===== src/rtl/i2s_receiver_if.sv =====
// Sample-side bus of the I2S receiver feeding the EQ sample input.
// master = receiver, slave = EQ.
interface i2s_receiver_if #(
    parameter int DATA_W = 16
);
    logic signed [DATA_W-1:0] left_sample;
    logic signed [DATA_W-1:0] right_sample;
    logic                     sample_valid;
    logic                     frame_err;
    logic                     lrclk_sync;

    modport master (
        output left_sample,
        output right_sample,
        output sample_valid,
        output frame_err,
        output lrclk_sync
    );

    modport slave (
        input left_sample,
        input right_sample,
        input sample_valid,
        input frame_err,
        input lrclk_sync
    );
endinterface


===== src/rtl/i2s_receiver.sv =====
// Philips I2S deserialiser, oversampled in the clk domain.
// Emits signed left/right words and a pulse per complete stereo pair.
module i2s_receiver #(
    parameter int DATA_W      = 16,
    parameter int SYNC_STAGES = 2
) (
    input  logic           clk,
    input  logic           reset,
    input  logic           i2s_bclk,
    input  logic           i2s_lrclk,
    input  logic           i2s_sdin,
    i2s_receiver_if.master smp
);
    localparam int CW = $clog2(DATA_W) + 1;
    localparam logic [CW-1:0] FULL = CW'(DATA_W);

    typedef enum logic [1:0] {
        IDLE,
        SHIFT,
        HOLD
    } state_t;

    state_t state;
    state_t state_nx;

    logic [SYNC_STAGES-1:0] bclk_sh;
    logic [SYNC_STAGES-1:0] lrclk_sh;
    logic [SYNC_STAGES-1:0] sdin_sh;
    logic                   bclk_prev;
    logic                   ws_prev;
    logic                   chan;
    logic [CW-1:0]          bit_cnt;
    logic [DATA_W-1:0]      shreg;
    logic [DATA_W-1:0]      left_q;
    logic [DATA_W-1:0]      right_q;
    logic                   valid_q;
    logic                   err_q;

    logic bclk_rise;
    logic ws;
    logic sd;
    logic ws_chg;
    logic start;
    logic shift;
    logic latch;
    logic err;

    assign bclk_rise = bclk_sh[SYNC_STAGES-1] & ~bclk_prev;
    assign ws        = lrclk_sh[SYNC_STAGES-1];
    assign sd        = sdin_sh[SYNC_STAGES-1];
    assign ws_chg    = ws ^ ws_prev;

    always_ff @(posedge clk) begin
        if (!reset) begin
            state <= IDLE;
        end else begin
            state <= state_nx;
        end
    end

    always_comb begin
        state_nx = state;
        start    = 1'b0;
        shift    = 1'b0;
        latch    = 1'b0;
        err      = 1'b0;
        unique case (state)
            IDLE, HOLD: begin
                if (bclk_rise && ws_chg) begin
                    state_nx = SHIFT;
                    start    = 1'b1;
                end
            end
            SHIFT: begin
                // completed word is latched on the clk after its last shift
                if (bit_cnt == FULL) begin
                    latch    = 1'b1;
                    state_nx = HOLD;
                end else if (bclk_rise) begin
                    if (ws_chg) begin
                        err   = 1'b1;
                        start = 1'b1;
                    end else begin
                        shift = 1'b1;
                    end
                end
            end
            default: state_nx = IDLE;
        endcase
    end

    always_ff @(posedge clk) begin
        if (!reset) begin
            bclk_sh   <= '0;
            lrclk_sh  <= '0;
            sdin_sh   <= '0;
            bclk_prev <= 1'b0;
            ws_prev   <= 1'b0;
            chan      <= 1'b0;
            bit_cnt   <= '0;
            shreg     <= '0;
            left_q    <= '0;
            right_q   <= '0;
            valid_q   <= 1'b0;
            err_q     <= 1'b0;
        end else begin
            bclk_sh   <= {bclk_sh[SYNC_STAGES-2:0], i2s_bclk};
            lrclk_sh  <= {lrclk_sh[SYNC_STAGES-2:0], i2s_lrclk};
            sdin_sh   <= {sdin_sh[SYNC_STAGES-2:0], i2s_sdin};
            bclk_prev <= bclk_sh[SYNC_STAGES-1];
            valid_q   <= 1'b0;
            err_q     <= err;
            if (bclk_rise) begin
                ws_prev <= ws;
            end
            if (start) begin
                bit_cnt <= '0;
                chan    <= ws;
            end
            if (shift) begin
                shreg   <= {shreg[DATA_W-2:0], sd};
                bit_cnt <= bit_cnt + 1'b1;
            end
            if (latch) begin
                if (chan) begin
                    right_q <= shreg;
                    valid_q <= 1'b1;
                end else begin
                    left_q <= shreg;
                end
            end
        end
    end

    assign smp.left_sample  = left_q;
    assign smp.right_sample = right_q;
    assign smp.sample_valid = valid_q;
    assign smp.frame_err    = err_q;
    assign smp.lrclk_sync   = lrclk_sh[SYNC_STAGES-1];
endmodule


===== src/flat_wrapper.sv =====
// flat-port wrapper written by rule: the top's interface ports become plain ports
module i2s_receiver_flat 
#(
    parameter int DATA_W      = 16,
    parameter int SYNC_STAGES = 2
)
  (clk, reset, i2s_bclk, i2s_lrclk, i2s_sdin, smp_left_sample, smp_right_sample, smp_sample_valid, smp_frame_err, smp_lrclk_sync);
  i2s_receiver_if #(.DATA_W(DATA_W)) smp_i ();
  input  logic clk;
  input  logic reset;
  input  logic i2s_bclk;
  input  logic i2s_lrclk;
  input  logic i2s_sdin;
  output wire logic [$bits(smp_i.left_sample)-1:0] smp_left_sample;
  output wire logic [$bits(smp_i.right_sample)-1:0] smp_right_sample;
  output wire logic [$bits(smp_i.sample_valid)-1:0] smp_sample_valid;
  output wire logic [$bits(smp_i.frame_err)-1:0] smp_frame_err;
  output wire logic [$bits(smp_i.lrclk_sync)-1:0] smp_lrclk_sync;
  assign smp_left_sample = smp_i.left_sample;
  assign smp_right_sample = smp_i.right_sample;
  assign smp_sample_valid = smp_i.sample_valid;
  assign smp_frame_err = smp_i.frame_err;
  assign smp_lrclk_sync = smp_i.lrclk_sync;
  i2s_receiver #(.DATA_W(DATA_W), .SYNC_STAGES(SYNC_STAGES)) u_core (.clk(clk), .reset(reset), .i2s_bclk(i2s_bclk), .i2s_lrclk(i2s_lrclk), .i2s_sdin(i2s_sdin), .smp(smp_i));
endmodule

===== config.mk =====
export PLATFORM = sky130hd
export DESIGN_NAME = i2s_receiver_flat
export DESIGN_NICKNAME = d
export VERILOG_FILES = /design/src/rtl/i2s_receiver_if.sv /design/src/rtl/i2s_receiver.sv /design/src/flat_wrapper.sv
export SDC_FILE = /design/constraint.sdc
export NUM_CORES = 1
export LEC_CHECK = 0
export BUFFER_PORTS_ARGS = -buffer_cell sky130_fd_sc_hd__buf_2
export CORE_UTILIZATION = 40
export CTS_CLUSTER_DIAMETER = 150
export DETAILED_ROUTE_END_ITERATION = 12
export PLACE_DENSITY_LB_ADDON = 0.25
export SLEW_MARGIN = 20
export SYNTH_ARGS = -nofsm -noshare
export SYNTH_HDL_FRONTEND = slang
export SYNTH_SLANG_ARGS = --single-unit

===== constraint.sdc =====
create_clock -name clk -period 4.01 [get_ports clk]
set_clock_uncertainty 0.1 [all_clocks]
set_input_delay 0.2005 -clock clk [delete_from_list [all_inputs] [get_ports clk]]
set_output_delay 0.2005 -clock clk [all_outputs]
set_load 0.01 [all_outputs]

==> metrics.yaml <==
clkTransAtPathRegs_ps: 70
slew_headroom_pct: 28.0
status: "completed"
p_total_mw: 1.21
rrSetupSlack_ps: 1630
syn_avg_cell_area_sq_um: 10.9
wire_per_inst_microns: 12.5
timing.rr.start: "u_core.bit_cnt[0]"
min_from: "reset"
drv_slew: 0
dp.final_hpwl_microns: 2810
port_buffers: 39
clock_latency_ps: 340
final-setup-viol-count: 0
powerDensity_nw_per_um2: 417
setup-tns-final_ps: 0
ir_drop_v: 0.000202
synth.yosys.seq_area_share_pct: 53.2
path_cells: "inv_1, ha_1, and4bb_1, nand3_1, mux2i_1, nor2_1"
crit_path_start_kind: "flop"
synthMuxAreaShare_pct: 20.2
tightest_slew_ps: 1080
initial_core_util_pct: 41.7
cts_resized: 0
drc: 0
crit_slowest_cell: "nand3_1"
cts_buffers: 9
synth_nets: 234
synth_fa_ha_area_share_pct: 1.01
hold_class: "in -> reg"
cp_data_required_time_ps: 4110
layout-drive-gt1-share_pct: 22.3
nFillCells: 564
fin_crit_sh_pct: 59.4
synth_compound_area_share_pct: 2.87
root_buffer: "clkbuf_8"
max_freq_ghz: 0.420
place_ws_ps: 1570
fin_cells: 349
dieArea_sq_um: 6520
ys_ff_latch: 66
final.setup.worst_slack_ps: 1630
ant_nets: 0
clock-sinks: 66
fp-row-count: 28
crit_type: "reg -> reg"
cp.arrival_ps: 2480
cts_tree: "built"
grt_use_total_pct: 15.1
cts_max_level: 3
end_kind: "flop"
nets: 277
antenna_found_initial: 0
dp.cells: 331
synth_top_family_by_area: "multiplexers"
power_leakage_nw: 1.27
rsz0062_at_grt: "false"
gp_congestion: 0.727
die_w_microns: 80.8
grt-ovfl-total: 0
grt_pass1_vias: 1523
hold_viol: 0
holdPathEnd: "u_core.shreg[15]"
r2r-end: "u_core.smp.right_sample[5]"
drt-total-wl_microns: 4350
clockBufferDepth: 2
drt-vias-per-instance: 4.80
synth_cells: 227
whs_path_depth: 3
max_stage_delay_ps: 740
synthToLayoutAreaGrowth_pct: 17.2
synth_simple_gate_area_share_pct: 18.1
io_pins: 40
ff2ff_path_depth: 6
drtIter0Drc: 40
yosys.cell_types.count: 36
post-cts-setup-buffer-count: 0
max_cap_viol_count: 0
diodes: 0
dr.pass1.iters: 4
grt_pass1_wl_microns: 7310
yosysWarnings: 0
grt_max_degree: 38
crit_path_max_fanout: 17
syn-cell-area_sq_um: 2480
vias: 1675
core_sq_um: 5960
layout_min_cycle_time_ps: 2380
postLayoutCoreUtil_pct: 48.9
die_h_microns: 80.8
synth_xor_area_share_pct: 1.01
-- timing repair --
item | 4_1_cts | 5_1_grt
endpoints found under the hold margin | 3 | 0
hold buffers | 3 | 0
setup endpoints to repair | 0 | 0
-- metrics by stage --
step / hold slack, ps / instance area [sq um]
after floorplan: 228 / 2480
after global placement: 307 / 2700
after detailed placement: 313 / 2700
after CTS: 258 / 2910
after global routing: 286 / 2910
final: 272 / 2910
-- cell type report --
class	instances	area [sq um]	share of cell area, %
sequential	66	1320	45.4
multi-input combinational	148	1070	36.9
timing repair buffer	42	225	7.74
clock buffer	12	145	4.99
tap	75	93.8	3.22
clock inverter	3	40.0	1.38
inverter	3	11.3	0.387
-- state kept, by name, indices dropped and copies added (netlist names) --
| register | cells |
|---|---|
| u_core.bit_cnt | 5 |
| u_core.lrclk_sh | 2 |
| u_core.smp.right_sample | 16 |
| u_core.bclk_sh | 2 |
| u_core.smp.sample_valid | 1 |
| u_core.sdin_sh | 2 |
| u_core.shreg | 16 |
| u_core.bclk_prev | 1 |
| u_core.state | 2 |
| u_core.smp.frame_err | 1 |
| u_core.ws_prev | 1 |
| u_core.chan | 1 |
| u_core.smp.left_sample | 16 |
-- layer usage --
metal	GRT usage (%)	part of all wire (%)	up-vias
met5	0	0	-
met4	5.36	1.4	0
met3	6.29	5.6	6
met2	24.4	45	44
met1	18.0	48	775
li1	-	-	850
-- where the power goes --
part / switching [mW] / internal [mW] / total [mW]
sequential: 0.00174 / 0.659 / 0.661
clock: 0.230 / 0.299 / 0.529
combinational: 0.0157 / 0.00717 / 0.0229
-- Yosys cell counts --
cell type	number	area (sq um)
nand3_1	3	15.0
a22o_1	2	17.5
xnor2_1	1	8.76
mux2_2	1	11.3
and3_1	1	6.26
ha_1	2	25.0
nor4_4	1	21.3
buf_6	1	11.3
clkbuf_1	5	18.8
buf_8	1	15.0
a211o_1	1	8.76
nand3b_1	3	22.5
nor3b_1	1	7.51
o211a_1	1	10.0
inv_2	1	3.75
nor2_1	33	124
buf_1	1	3.75
a21bo_2	1	10.0
inv_1	2	7.51
nand2_2	1	6.26
nand2_1	23	86.3
buf_4	1	7.51
o21ai_1	1	5.00
dfxtp_1	66	1320
nor2b_1	2	12.5
xor2_2	1	16.3
nor3_1	1	5.00
nor3_4	2	32.5
buf_12	1	20.0
nand4bb_4	1	27.5
and4bb_1	1	12.5
and2b_1	2	15.0
nand2b_1	2	12.5
a21oi_1	4	20.0
mux2i_1	49	490
and2_1	7	43.8
-- worst max-delay path, delay by kind of cell (launching register included) --
kind,cells,cell delay (ps)
muxes,1,420
DFF,1,320
adders and majority gates,1,210
buffers and inverters,1,80
and+or+nand+nor,3,1100
-- layout by cell type (no fill, tap or decap), types with 2 or more instances in the layout --
| cell | instances |
|---|---|
| inv_1 | 2 |
| nand3_1 | 3 |
| a22o_1 | 2 |
| dlygate4sd3_1 | 3 |
| nand2_1 | 23 |
| and2_1 | 7 |
| and2b_1 | 2 |
| nand2b_1 | 2 |
| clkbuf_1 | 2 |
| ha_1 | 2 |
| nand3b_1 | 3 |
| nor3_4 | 2 |
| a21oi_1 | 4 |
| buf_2 | 39 |
| nor2_1 | 33 |
| dfxtp_1 | 66 |
| clkbuf_8 | 10 |
| mux2i_1 | 49 |
| clkinv_2 | 2 |
| nor2b_1 | 2 |
-- cells by family (layout without fill, tap and decap cells) --
kind of cell	after synthesis	count (layout)
simple gates	84	84
flops	66	66
mux	50	50
buf+inv	13	60
compound gates	10	10
fa+ha+maj	2	2
xor+xnor	2	2
-- worst max-delay path by stage --
stage                           start                    endpoint  slack, ps  cells after the start
finish              u_core.bit_cnt[0]  u_core.smp.right_sample[5]       1630                      6
global route        u_core.bit_cnt[0]  u_core.smp.right_sample[5]       1380                      6
CTS                 u_core.bit_cnt[0]  u_core.smp.right_sample[5]       1560                      6
detailed placement  u_core.bit_cnt[0]  u_core.smp.right_sample[0]       1570                      6
global placement    u_core.bit_cnt[0]  u_core.smp.right_sample[3]       1690                      6
floorplan           u_core.bit_cnt[0]  u_core.smp.left_sample[10]       2270                      7
(Power assumes the default switching activity.)
